`config.mk`:
```
export PLATFORM = sky130hd
export DESIGN_NAME = mem_sequencer
export DESIGN_NICKNAME = d
export VERILOG_FILES = /design/src/rtl/mem_sequencer.sv
export SDC_FILE = /design/constraint.sdc
export NUM_CORES = 1
export LEC_CHECK = 0
export CORE_UTILIZATION = 48
export CTS_BUF_LIST = sky130_fd_sc_hd__clkbuf_8
export DETAILED_ROUTE_END_ITERATION = 8
export HOLD_SLACK_MARGIN = 0.15
export PLACE_DENSITY = 0.83
export SLEW_MARGIN = 20
export SYNTH_ARGS = -nofsm -noshare
export SYNTH_HDL_FRONTEND = slang
export SYNTH_SLANG_ARGS = --single-unit
```
`constraint.sdc`:
```
create_clock -name clk -period 2.65 [get_ports clk]
set_input_delay 0.795 -clock clk [delete_from_list [all_inputs] [get_ports clk]]
set_output_delay 0.795 -clock clk [all_outputs]
set_load 0.03 [all_outputs]
```
`src/rtl/mem_sequencer.sv`:
```
// mem_sequencer: valid/ready front end sequencing MAR/MDR/RAM/stack strobes for the SAP-2 memory block.
// Define MEM_SEQ_WORD_WRITE_EN to enable op 5 (WR_W, big-endian word write); otherwise op 5 is illegal.
module mem_sequencer #(
  parameter int unsigned ADDR_W = 16
) (
  input  logic              clk,
  input  logic              rst,
  input  logic              req_valid,
  output logic              req_ready,
  input  logic [2:0]        req_op,
  input  logic [ADDR_W-1:0] req_addr,
  input  logic [15:0]       req_wdata,
  output logic              rsp_valid,
  output logic [15:0]       rsp_rdata,
  output logic              rsp_err,
  output logic [15:0]       bus_out,
  output logic              bus_drive,
  output logic              mar_loadh,
  output logic              mar_loadl,
  output logic              mdr_load,
  output logic              ram_load,
  output logic              ram_enh,
  output logic              ram_enl,
  output logic              call,
  output logic              ret,
  input  logic [15:0]       mem_out
);

  typedef enum logic [2:0] {
    OP_RD_B = 3'd0, OP_RD_W = 3'd1, OP_WR_B = 3'd2,
    OP_PUSH = 3'd3, OP_POP  = 3'd4, OP_WR_W = 3'd5
  } op_t;

  typedef enum logic [3:0] {
    S_IDLE, S_LDMAR, S_RDH, S_LDMAR2, S_RDL, S_LDMDR, S_WR, S_CALL, S_RET, S_ERR, S_DONE
  } state_t;

  state_t            state, nxt;
  logic [2:0]        op_q;
  logic [ADDR_W-1:0] addr_q, cur_addr, addr1;
  logic [15:0]       wdata_q, cur_wdata, bus_nxt;
  logic [7:0]        mdr_byte;
`ifdef MEM_SEQ_WORD_WRITE_EN
  logic              second_q, second_nxt;
`endif

  // Outputs are registered from the next state, so the entry cycle out of IDLE
  // must take address/data straight from the request inputs.
  always_comb begin
    cur_addr  = (state == S_IDLE) ? req_addr  : addr_q;
    cur_wdata = (state == S_IDLE) ? req_wdata : wdata_q;
    addr1     = addr_q + 1'b1;
    nxt       = state;
`ifdef MEM_SEQ_WORD_WRITE_EN
    second_nxt = second_q;
`endif
    case (state)
      S_IDLE: if (req_valid) begin
`ifdef MEM_SEQ_WORD_WRITE_EN
        second_nxt = 1'b0;
`endif
        case (req_op)
          OP_RD_B, OP_RD_W, OP_WR_B: nxt = S_LDMAR;
          OP_PUSH:                   nxt = S_CALL;
          OP_POP:                    nxt = S_RET;
`ifdef MEM_SEQ_WORD_WRITE_EN
          OP_WR_W:                   nxt = S_LDMAR;
`endif
          default:                   nxt = S_ERR;
        endcase
      end
      S_LDMAR:  nxt = (op_q == OP_RD_B) ? S_RDL : (op_q == OP_RD_W) ? S_RDH : S_LDMDR;
      S_RDH:    nxt = S_LDMAR2;
      S_LDMAR2: nxt = (op_q == OP_RD_W) ? S_RDL : S_LDMDR;
      S_RDL:    nxt = S_DONE;
      S_LDMDR:  nxt = S_WR;
`ifdef MEM_SEQ_WORD_WRITE_EN
      S_WR: begin
        if (op_q == OP_WR_W && !second_q) begin
          nxt        = S_LDMAR2;
          second_nxt = 1'b1;
        end else begin
          nxt = S_DONE;
        end
      end
`else
      S_WR:     nxt = S_DONE;
`endif
      S_CALL, S_RET, S_ERR: nxt = S_DONE;
      S_DONE:   nxt = S_IDLE;
      default:  nxt = S_IDLE;
    endcase

`ifdef MEM_SEQ_WORD_WRITE_EN
    mdr_byte = (op_q == OP_WR_W && !second_q) ? cur_wdata[15:8] : cur_wdata[7:0];
`else
    mdr_byte = cur_wdata[7:0];
`endif

    bus_nxt = '0;
    case (nxt)
      S_LDMAR:  bus_nxt = 16'(cur_addr);
      S_LDMAR2: bus_nxt = 16'(addr1);
      S_LDMDR:  bus_nxt = {8'h00, mdr_byte};
      S_CALL:   bus_nxt = cur_wdata;
      default:  bus_nxt = '0;
    endcase
  end

  always_ff @(posedge clk or negedge rst) begin
    if (!rst) begin
      state     <= S_IDLE;
      op_q      <= '0;
      addr_q    <= '0;
      wdata_q   <= '0;
      req_ready <= 1'b1;
      rsp_valid <= 1'b0;
      rsp_err   <= 1'b0;
      bus_out   <= '0;
      bus_drive <= 1'b0;
      mar_loadh <= 1'b0;
      mar_loadl <= 1'b0;
      mdr_load  <= 1'b0;
      ram_load  <= 1'b0;
      ram_enh   <= 1'b0;
      ram_enl   <= 1'b0;
      call      <= 1'b0;
      ret       <= 1'b0;
`ifdef MEM_SEQ_WORD_WRITE_EN
      second_q  <= 1'b0;
`endif
    end else begin
      state <= nxt;
`ifdef MEM_SEQ_WORD_WRITE_EN
      second_q <= second_nxt;
`endif
      if (state == S_IDLE && req_valid) begin
        op_q    <= req_op;
        addr_q  <= req_addr;
        wdata_q <= req_wdata;
      end
      req_ready <= (nxt == S_IDLE);
      rsp_valid <= (nxt == S_DONE);
      rsp_err   <= (state == S_ERR);
      bus_out   <= bus_nxt;
      bus_drive <= (nxt inside {S_LDMAR, S_LDMAR2, S_LDMDR, S_CALL});
      mar_loadh <= (nxt inside {S_LDMAR, S_LDMAR2});
      mar_loadl <= (nxt inside {S_LDMAR, S_LDMAR2});
      mdr_load  <= (nxt == S_LDMDR);
      ram_load  <= (nxt == S_WR);
      ram_enh   <= (nxt == S_RDH);
      ram_enl   <= (nxt == S_RDL);
      call      <= (nxt == S_CALL);
      ret       <= (nxt == S_RET);
    end
  end

  // MDR is updated by the edge ending RDL/RET, so read data is taken live during DONE.
  always_comb begin
    rsp_rdata = '0;
    if (rsp_valid) begin
      case (op_q)
        OP_RD_B:         rsp_rdata = {8'h00, mem_out[7:0]};
        OP_RD_W, OP_POP: rsp_rdata = mem_out;
        default:         rsp_rdata = '0;
      endcase
    end
  end

endmodule

```
==> results of run 1 <==
## worst max-delay path: stages, from the launching register on
cell      delay (ns)
dfrtp_1         0.40
nand2b_1        0.16
a21oi_1         0.34
and2_1          0.19
buf_4           0.15
## flip-flops by register name, indices dropped and copies added (netlist names)
name,cells
ram_enh,1
rsp_err,1
state,4
req_ready,1
wdata_q,8
bus_drive,1
addr_q,16
ram_enl,1
mar_loadl,1
ret,1
ram_load,1
mdr_load,1
rsp_valid,1
call,1
op_q,3
bus_out,16
## stage by stage
step           hold WS [ns]  power [mW]  TNS [ns]  std cells
2_1_floorplan         0.479        3.35         0        251
3_3_place_gp          0.487        4.11         0        422
3_5_place_dp          0.497        4.18   -0.0119        422
4_1_cts               0.489        5.10         0        438
5_1_grt               0.521        5.40         0        438
6_report              0.467        5.08         0        438
## per-layer routing
| metal | global-route usage [%] | wire (um) | vias up |
|---|---|---|---|
| met2 | 39.6 | 3420 | 92 |
| met5 | 0 | 0 | - |
| met4 | 12.1 | 144 | 0 |
| li1 | - | - | 1122 |
| met3 | 4.72 | 489 | 11 |
| met1 | 30.3 | 3040 | 1107 |
## power groups by stage
stage | clock network [mW] | logic (mW) | registers, mW
detailed placement | 0 | 2.57 | 1.61
CTS | 0.909 | 2.59 | 1.60
floorplan | 0 | 1.61 | 1.75
finish | 0.907 | 2.57 | 1.60
global placement | 0 | 2.51 | 1.60
global route | 0.951 | 2.79 | 1.66
## final timing paths
| check | start | end | cells past startpoint |
|---|---|---|---|
| max | op_q[1]$_DFFE_PN0P_ | rsp_rdata[5] | 4 |
| min | rst | addr_q[0]$_DFFE_PN0P_ | 1 |
| max reg2reg | op_q[2]$_DFFE_PN0P_ | bus_out[9]$_DFF_PN0_ | 6 |
| min reg2reg | wdata_q[0]$_DFFE_PN0P_ | wdata_q[0]$_DFFE_PN0P_ | 1 |
| max in group asynchronous | rst | req_ready$_DFF_PN1_ | 2 |
| min in group clk | wdata_q[0]$_DFFE_PN0P_ | wdata_q[0]$_DFFE_PN0P_ | 1 |
## final cells by class
type	instances	share of cell area (%)
multi-input cells	179	34.3
flip-flops and latches	58	33.8
repair buffers	108	24.4
clock buffers	10	3.21
well taps	75	2.19
clock inverters	6	1.87
inverters	2	0.175
## cells by family after synthesis
group | after synthesis | share of synthesized area [%]
simple gates | 86 | 16.5
mux | 50 | 17.7
compound gates | 27 | 9.82
buf+inv | 14 | 2.91
flops | 58 | 48.3
fa+ha+maj | 1 | 0.416
xor+xnor | 15 | 4.37
## placed cells by master (no fill, tap or decap), drive strengths merged, types with 2 or more instances in the layout
master | netlist | routed
a21oi | 3 | 3
and2 | 17 | 17
and3 | 4 | 4
and4 | 2 | 2
buf | 9 | 28
bufinv | 0 | 2
clkbuf | 3 | 10
clkdlybuf4s50 | 0 | 80
clkinv | 0 | 4
dfrtp | 57 | 57
inv | 2 | 2
mux2 | 26 | 26
mux2i | 24 | 24
nand2 | 27 | 27
nand2b | 6 | 6
nand3 | 5 | 5
nand4 | 4 | 4
nor2 | 8 | 8
nor3 | 3 | 3
nor4 | 2 | 2
o21ai | 2 | 2
o221ai | 15 | 15
or2 | 2 | 2
xnor2 | 6 | 6
xor2 | 9 | 9
==> results.cfg, run 1 <==
[clock_tree]
ctsResizeCount = 0
ctsHtreeMaxLevel = 3
ctsRootBufferMaster = clkbuf_8
cts_setup_buffers = 0
postCtsHoldBufs = 0
cts_buffer_depth = 2
cts_buffers = 9
clock_latency_ns = 0.34
cts.sinks = 58
clk_pin_slew_ns = 0.07
cts_tree = yes

[final_layout]
antenna_cells = 0
multi_input_area_um2 = 1470
fin_util_pct = 71.6
syn2layout_area_growth_pct = 42.7
postLayoutCellArea_um2 = 4290
drive_above_1_share_pct = 24.5
regArea_um2 = 1450
finalNetCount = 413
fillers = 440

[sta]
setup_viol = 0
worst_pin_slew_ns = 0.679
hold_viol = 0
timing.final.ws_setup_ns = 0.277
slew_headroom_pct = 54.6
clock-skew-final_ns = 0.00790
grt_setup_unrepaired = false
fmax_ghz = 0.421
layout_min_cycle_time_ns = 2.37
post-route-period-util_pct = 89.5
final-max-slew-violation-count = 0

[route]
antenna_left = 0
wl_per_cell_um = 16.2
drt-total-wl_mm = 7.10
drt_first_pass_iters = 4
first_iter_violations = 135
drc = 0
viasPerCell = 5.32
vias = 2332

[critical_path]
path_class = reg2out
startpoint_type = register
cp.arrival_ns = 1.58
endpoint_kind = output port
required_ns = 1.86
crit_fanout = 8
r2r_slack_ns = 0.48

[floorplan]
dieArea_um2 = 6590
design.core.area_um2 = 5990
die_h_um = 81.2
die_w_um = 81.2
initial_utilization_pct = 50.2
num_rows = 28
io_pins = 98

[global_route]
grt_max_degree = 32
antenna_found_initial = 0
globalRouteOverflowTotal = 0
grt_pass1_vias = 2348
grt_pass1_wl_mm = 11.5
grt_usage_pct = 24.1

[pwr]
p_leak_nw = 1.89
p_seq_share_pct = 31.6
power-per-cell-area_nw_per_um2 = 1180
p_int_mw = 3.04
power_frac_comb_pct = 50.6
switchingPower_mw = 2.04
switching_share_pct = 40.1
pwr-share-clk_pct = 17.8
ir_drop_uv = 722

[synth]
ys_seq_elements = 58
async_reset_ff_share_pct = 100
netlist_area_um2 = 3010
synth.avg_cell_area_um2 = 12.0
yosysWarnings = 0
synth.area.top_cells = dfrtp_1 47%, mux2_2 9.7%, mux2i_1 8.0%
synth_cell_type_count = 47
synth_top_area_share_pct = 47.4
synthCells = 251
yosysTopAreaCell = dfrtp_1
synth_edf_count = 0
netlist_top_cells_count = 57 x dfrtp_1, 26 x mux2_2, 26 x nand2_1
synth-main-ff-cell = dfrtp_1
syn-num-nets = 306
yosysMostFrequentCell = dfrtp_1
seq_area_frac_synth_pct = 48.3

[placed_design]
dp_hpwl_mm = 5.33
portBuffers = 97
placed_area_um2 = 4070
pre_cts_slack_ns = -0.0119
place_congestion = 0.849

[worst_hold_path]
hold_path_class = in2async

[status]
status = complete, no violations

[flow_run]
maxCapViolCount = 0
No activity file was read; power rests on OpenSTA's default activity.
==> run 2, diff against run 1 <==
--- a/config.mk
+++ b/config.mk
@@ -5,12 +5,12 @@
 export SDC_FILE = /design/constraint.sdc
 export NUM_CORES = 1
 export LEC_CHECK = 0
+export CORE_MARGIN = 10
 export CORE_UTILIZATION = 48
 export CTS_BUF_LIST = sky130_fd_sc_hd__clkbuf_8
 export DETAILED_ROUTE_END_ITERATION = 8
 export HOLD_SLACK_MARGIN = 0.15
 export PLACE_DENSITY = 0.83
-export SLEW_MARGIN = 20
 export SYNTH_ARGS = -nofsm -noshare
 export SYNTH_HDL_FRONTEND = slang
 export SYNTH_SLANG_ARGS = --single-unit
==> run 2 against run 1 <==
Against the previous run:
- final cell count unchanged
- sequential power about the same
- die area up 49%
- combinational power about the same
- sequential share of layout area down 0.059 points
- cell area up 0.17%
- critical path depth unchanged
- register-to-register slack worse by 0.03 ns
- hold slack worse by 0.031 ns
- first-iteration DRC count down 35%
- critical path type unchanged
==> results.cfg, run 2 (same netlist as run 1, synthesis figures left out) <==
[clock_tree]
postCtsHoldBufs = 0
cts.sinks = 58
cts_tree = yes
ctsHtreeMaxLevel = 3
ctsResizeCount = 0
cts_setup_buffers = 0
cts_buffer_depth = 2
cts_buffers = 9
clk_pin_slew_ns = 0.07
clock_latency_ns = 0.34
ctsRootBufferMaster = clkbuf_8

[route]
first_iter_violations = 88
drt-total-wl_mm = 8.12
drc = 0
viasPerCell = 5.42
wl_per_cell_um = 18.5
antenna_left = 0
vias = 2373
drt_first_pass_iters = 4

[placed_design]
place_congestion = 0.849
dp_hpwl_mm = 6.31
portBuffers = 97
pre_cts_slack_ns = -0.0238

[floorplan]
num_rows = 28
dieArea_um2 = 9830
io_pins = 98
die_w_um = 99.2
initial_utilization_pct = 50.2
die_h_um = 99.2
design.core.area_um2 = 5990

[sta]
clock-skew-final_ns = 0.00730
setup_viol = 0
final-max-slew-violation-count = 0
timing.final.ws_setup_ns = 0.270
fmax_ghz = 0.420
timing.hold.ws_ns = 0.436
hold_viol = 0
worst_pin_slew_ns = 0.634
tns_ns = 0
slew_headroom_pct = 57.6
grt_setup_unrepaired = false
post-route-period-util_pct = 89.8
layout_min_cycle_time_ns = 2.38

[status]
status = complete, no violations

[critical_path]
cp.arrival_ns = 1.59
reg2reg_from = op_q[2]$_DFFE_PN0P_
endpoint_kind = output port
required_ns = 1.86
crit_start = op_q[1]$_DFFE_PN0P_
path_class = reg2out
critPathCapture = rsp_rdata[4]
crit_fanout = 8
r2r_end = bus_out[12]$_DFF_PN0_
r2r_slack_ns = 0.45
startpoint_type = register
rr_worst_depth = 6

[final_layout]
antenna_cells = 0
syn2layout_area_growth_pct = 42.9
drive_above_1_share_pct = 24.5
fin_util_pct = 71.8
finalNetCount = 413
largest_registers = addr_q x16, bus_out x16, wdata_q x8
final_cell_mix = 80 x clkdlybuf4s50_1, 57 x dfrtp_1, 26 x nand2_1, 26 x mux2_2, 25 x buf_4
final_common_cell = clkdlybuf4s50_1

[pwr]
power_mw = 5.13
p_leak_nw = 1.88
power-per-cell-area_nw_per_um2 = 1190
ir_drop_uv = 649

[global_route]
grt_max_degree = 36
antenna_found_initial = 0
grt_usage_pct = 16.3
globalRouteOverflowTotal = 0
grt_pass1_vias = 2508
grt_pass1_wl_mm = 12.7

[flow_run]
maxCapViolCount = 0

[worst_hold_path]
hold_path_class = in2async
[run 2: cell count changes in the layout (fill, tap and decap cells not counted)]
cell,before,now
buf_12,3,2
clkinv_2,4,1
clkbuf_8,10,12
clkinvlp_4,0,1
buf_4,24,25
[run 2: cell type report]
cell class	count	area (um2)
well taps	75	93.8
clock buffers	12	165
multi-input cells	179	1470
inverters	2	7.51
clock inverters	4	72.6
repair buffers	108	1030
fillers	458	1690
flip-flops and latches	58	1450
[run 2: report_power, final]
| part | internal (mW) | leakage [nW] | switching (mW) |
|---|---|---|---|
| sequential | 1.27 | 0.728 | 0.336 |
| combinational | 1.22 | 1.04 | 1.35 |
| clock | 0.604 | 0.119 | 0.354 |
[run 2: worst min path at each step]
stage	from	endpoint
final	rst	addr_q[3]$_DFFE_PN0P_
after global routing	rst	addr_q[3]$_DFFE_PN0P_
after CTS	rst	addr_q[3]$_DFFE_PN0P_
after detailed placement	wdata_q[7]$_DFFE_PN0P_	wdata_q[7]$_DFFE_PN0P_
after global placement	wdata_q[5]$_DFFE_PN0P_	wdata_q[5]$_DFFE_PN0P_
after floorplan	wdata_q[0]$_DFFE_PN0P_	wdata_q[0]$_DFFE_PN0P_
[run 2: worst max-delay path, cell delays in order, from the launching register on]
cell and delay (ns):
dfrtp_1 0.40, nand2b_1 0.17, a21oi_1 0.33, and2_1 0.19, buf_4 0.16
[run 2: per-stage QoR]
step	instance area, um2	std cells
final	4300	438
after CTS	4300	438
after global placement	4060	422
after detailed placement	4060	422
after global routing	4300	438
after floorplan	3010	251
[run 2: layer usage]
metal / vias to the layer above / track usage, % / wire, um
met4: 0 / 6.84 / 140
met3: 9 / 6.09 / 581
met1: 1166 / 18.5 / 3420
met2: 80 / 26.8 / 3980
li1: 1118 / - / -
met5: - / 0 / 0
==> run 3, diff against run 2 <==
--- a/config.mk
+++ b/config.mk
@@ -10,7 +10,7 @@
 export CTS_BUF_LIST = sky130_fd_sc_hd__clkbuf_8
 export DETAILED_ROUTE_END_ITERATION = 8
 export HOLD_SLACK_MARGIN = 0.15
-export PLACE_DENSITY = 0.83
+export PLACE_DENSITY = 0.91
 export SYNTH_ARGS = -nofsm -noshare
 export SYNTH_HDL_FRONTEND = slang
 export SYNTH_SLANG_ARGS = --single-unit
==> run 3 against run 2 <==
Against the previous run:
- critical path depth unchanged
- die area stayed put
- core utilization fell by 1.8 points
- cell area is 2.4% lower
- routed wire length is 4.0% lower
- clock-buffer cell count decreased by 3
- global-route usage shrank 0.33 points
- power fell by 7.1%
==> results.cfg, run 3 (same netlist as run 1, synthesis figures left out) <==
[clock_tree]
clock_latency_ns = 0.34
cts.sinks = 58
cts_buffers = 9
cts_setup_buffers = 0
ctsRootBufferMaster = clkbuf_8
clk_pin_slew_ns = 0.07
ctsHtreeMaxLevel = 3
postCtsHoldBufs = 0
ctsResizeCount = 0
cts_tree = yes
cts_buffer_depth = 2

[floorplan]
die_h_um = 99.2
initial_utilization_pct = 50.2
io_pins = 98
num_rows = 28
dieArea_um2 = 9830
design.core.area_um2 = 5990
die_w_um = 99.2

[final_layout]
syn2layout_area_growth_pct = 39.4
finalNetCount = 410
postLayoutCellArea_um2 = 4190
drive_above_1_share_pct = 23.1
antenna_cells = 0
final_common_cell = clkdlybuf4s50_1
final_cell_mix = 80 x clkdlybuf4s50_1, 57 x dfrtp_1, 26 x nand2_1, 26 x mux2_2, 24 x mux2i_1
fin_cells = 435
largest_registers = addr_q x16, bus_out x16, wdata_q x8
fillers = 428

[sta]
final-max-slew-violation-count = 0
hold_viol = 0
clock-skew-final_ns = 0.00912
slew_headroom_pct = 56.4
grt_setup_unrepaired = false
tns_ns = 0
post-route-period-util_pct = 90.5
timing.hold.ws_ns = 0.461
setup_viol = 0
layout_min_cycle_time_ns = 2.40
worst_pin_slew_ns = 0.653
fmax_ghz = 0.417

[critical_path]
cp_num_buf_inv = 1
crit_cells = 4
cp.arrival_ns = 1.60
startpoint_type = register
critPathTopFamily = flip-flops
r2r_slack_ns = 0.51
crit_start = op_q[1]$_DFFE_PN0P_
critPathCapture = rsp_rdata[2]
path_class = reg2out
crit_fanout = 8
r2r_end = bus_out[1]$_DFF_PN0_
cp_cell_sequence = nand2b_1 -> a21oi_1 -> and2_1 -> buf_4
cpPeakStageDelay_ns = 0.40
rr_worst_depth = 6
required_ns = 1.86
critPathSlowestCell = dfrtp_1
endpoint_kind = output port
reg2reg_from = op_q[2]$_DFFE_PN0P_

[placed_design]
dp_hpwl_mm = 6.09
place_inst = 419
placed_area_um2 = 4040
portBuffers = 97
place_congestion = 0.854

[global_route]
antenna_found_initial = 0
grt_max_degree = 35
globalRouteOverflowTotal = 0
grt_pass1_vias = 2419
grt_pass1_wl_mm = 12.6
grt_usage_pct = 15.9

[route]
viasPerCell = 5.33
first_iter_violations = 70
wl_per_cell_um = 17.9
drc = 0
drt-total-wl_mm = 7.80
vias = 2319
drt_first_pass_iters = 4
antenna_left = 0

[worst_hold_path]
hold_path_class = in2async

[pwr]
ir_drop_uv = 611
power-per-cell-area_nw_per_um2 = 1140
p_leak_nw = 1.85

[flow_run]
maxCapViolCount = 0

[status]
status = complete, no violations
-- run 3: worst reg2reg max path: stages (launching register included) --
cell and delay [ns]:
dfrtp_1 0.43, or3b_1 0.43, or2_4 0.26, a311oi_4 0.39, inv_1 0.16, nand2_4 0.18, o221ai_1 0.15
-- run 3: metrics by stage --
| step | util [%] | power (mW) | worst slack, ns |
|---|---|---|---|
| floorplan | - | 3.35 | 0.625 |
| detailed placement | 67.4 | 4.14 | 0.0417 |
| global route | 70.0 | 5.08 | 0.120 |
| finish | 70.0 | 4.77 | 0.251 |
| global placement | 67.4 | 4.06 | 0.118 |
| CTS | 70.0 | 4.80 | 0.225 |
-- run 3: final cells by class --
class | instances | area [um2] | area share (%)
sequential | 58 | 1450 | 34.6
clock buffer | 9 | 124 | 2.95
tap | 75 | 93.8 | 2.24
multi-input combinational | 179 | 1470 | 35.1
timing repair buffer | 105 | 1010 | 24.1
inverter | 2 | 7.51 | 0.179
clock inverter | 7 | 31.3 | 0.746
-- run 3: worst min-delay path by stage --
stage,to,cells after the start
finish,bus_out[9]$_DFF_PN0_,1
global route,bus_out[9]$_DFF_PN0_,1
CTS,bus_out[9]$_DFF_PN0_,1
detailed placement,wdata_q[6]$_DFFE_PN0P_,1
global placement,wdata_q[5]$_DFFE_PN0P_,1
floorplan,wdata_q[0]$_DFFE_PN0P_,1
-- run 3: where the power goes --
group          total, mW  leakage (nW)  internal [mW]  switching, mW
Combinational       2.51          1.02           1.19           1.32
Sequential          1.60         0.728           1.27          0.337
Clock              0.652        0.0963          0.321          0.331
-- run 3: per-layer routing --
| layer | GRT usage, % | wire, um | part of all wire (%) |
|---|---|---|---|
| met1 | 19.6 | 3480 | 45 |
| met3 | 3.94 | 528 | 6.8 |
| met4 | 7.28 | 78 | 1.0 |
| met2 | 25.7 | 3710 | 48 |
| met5 | 0 | 0 | 0 |
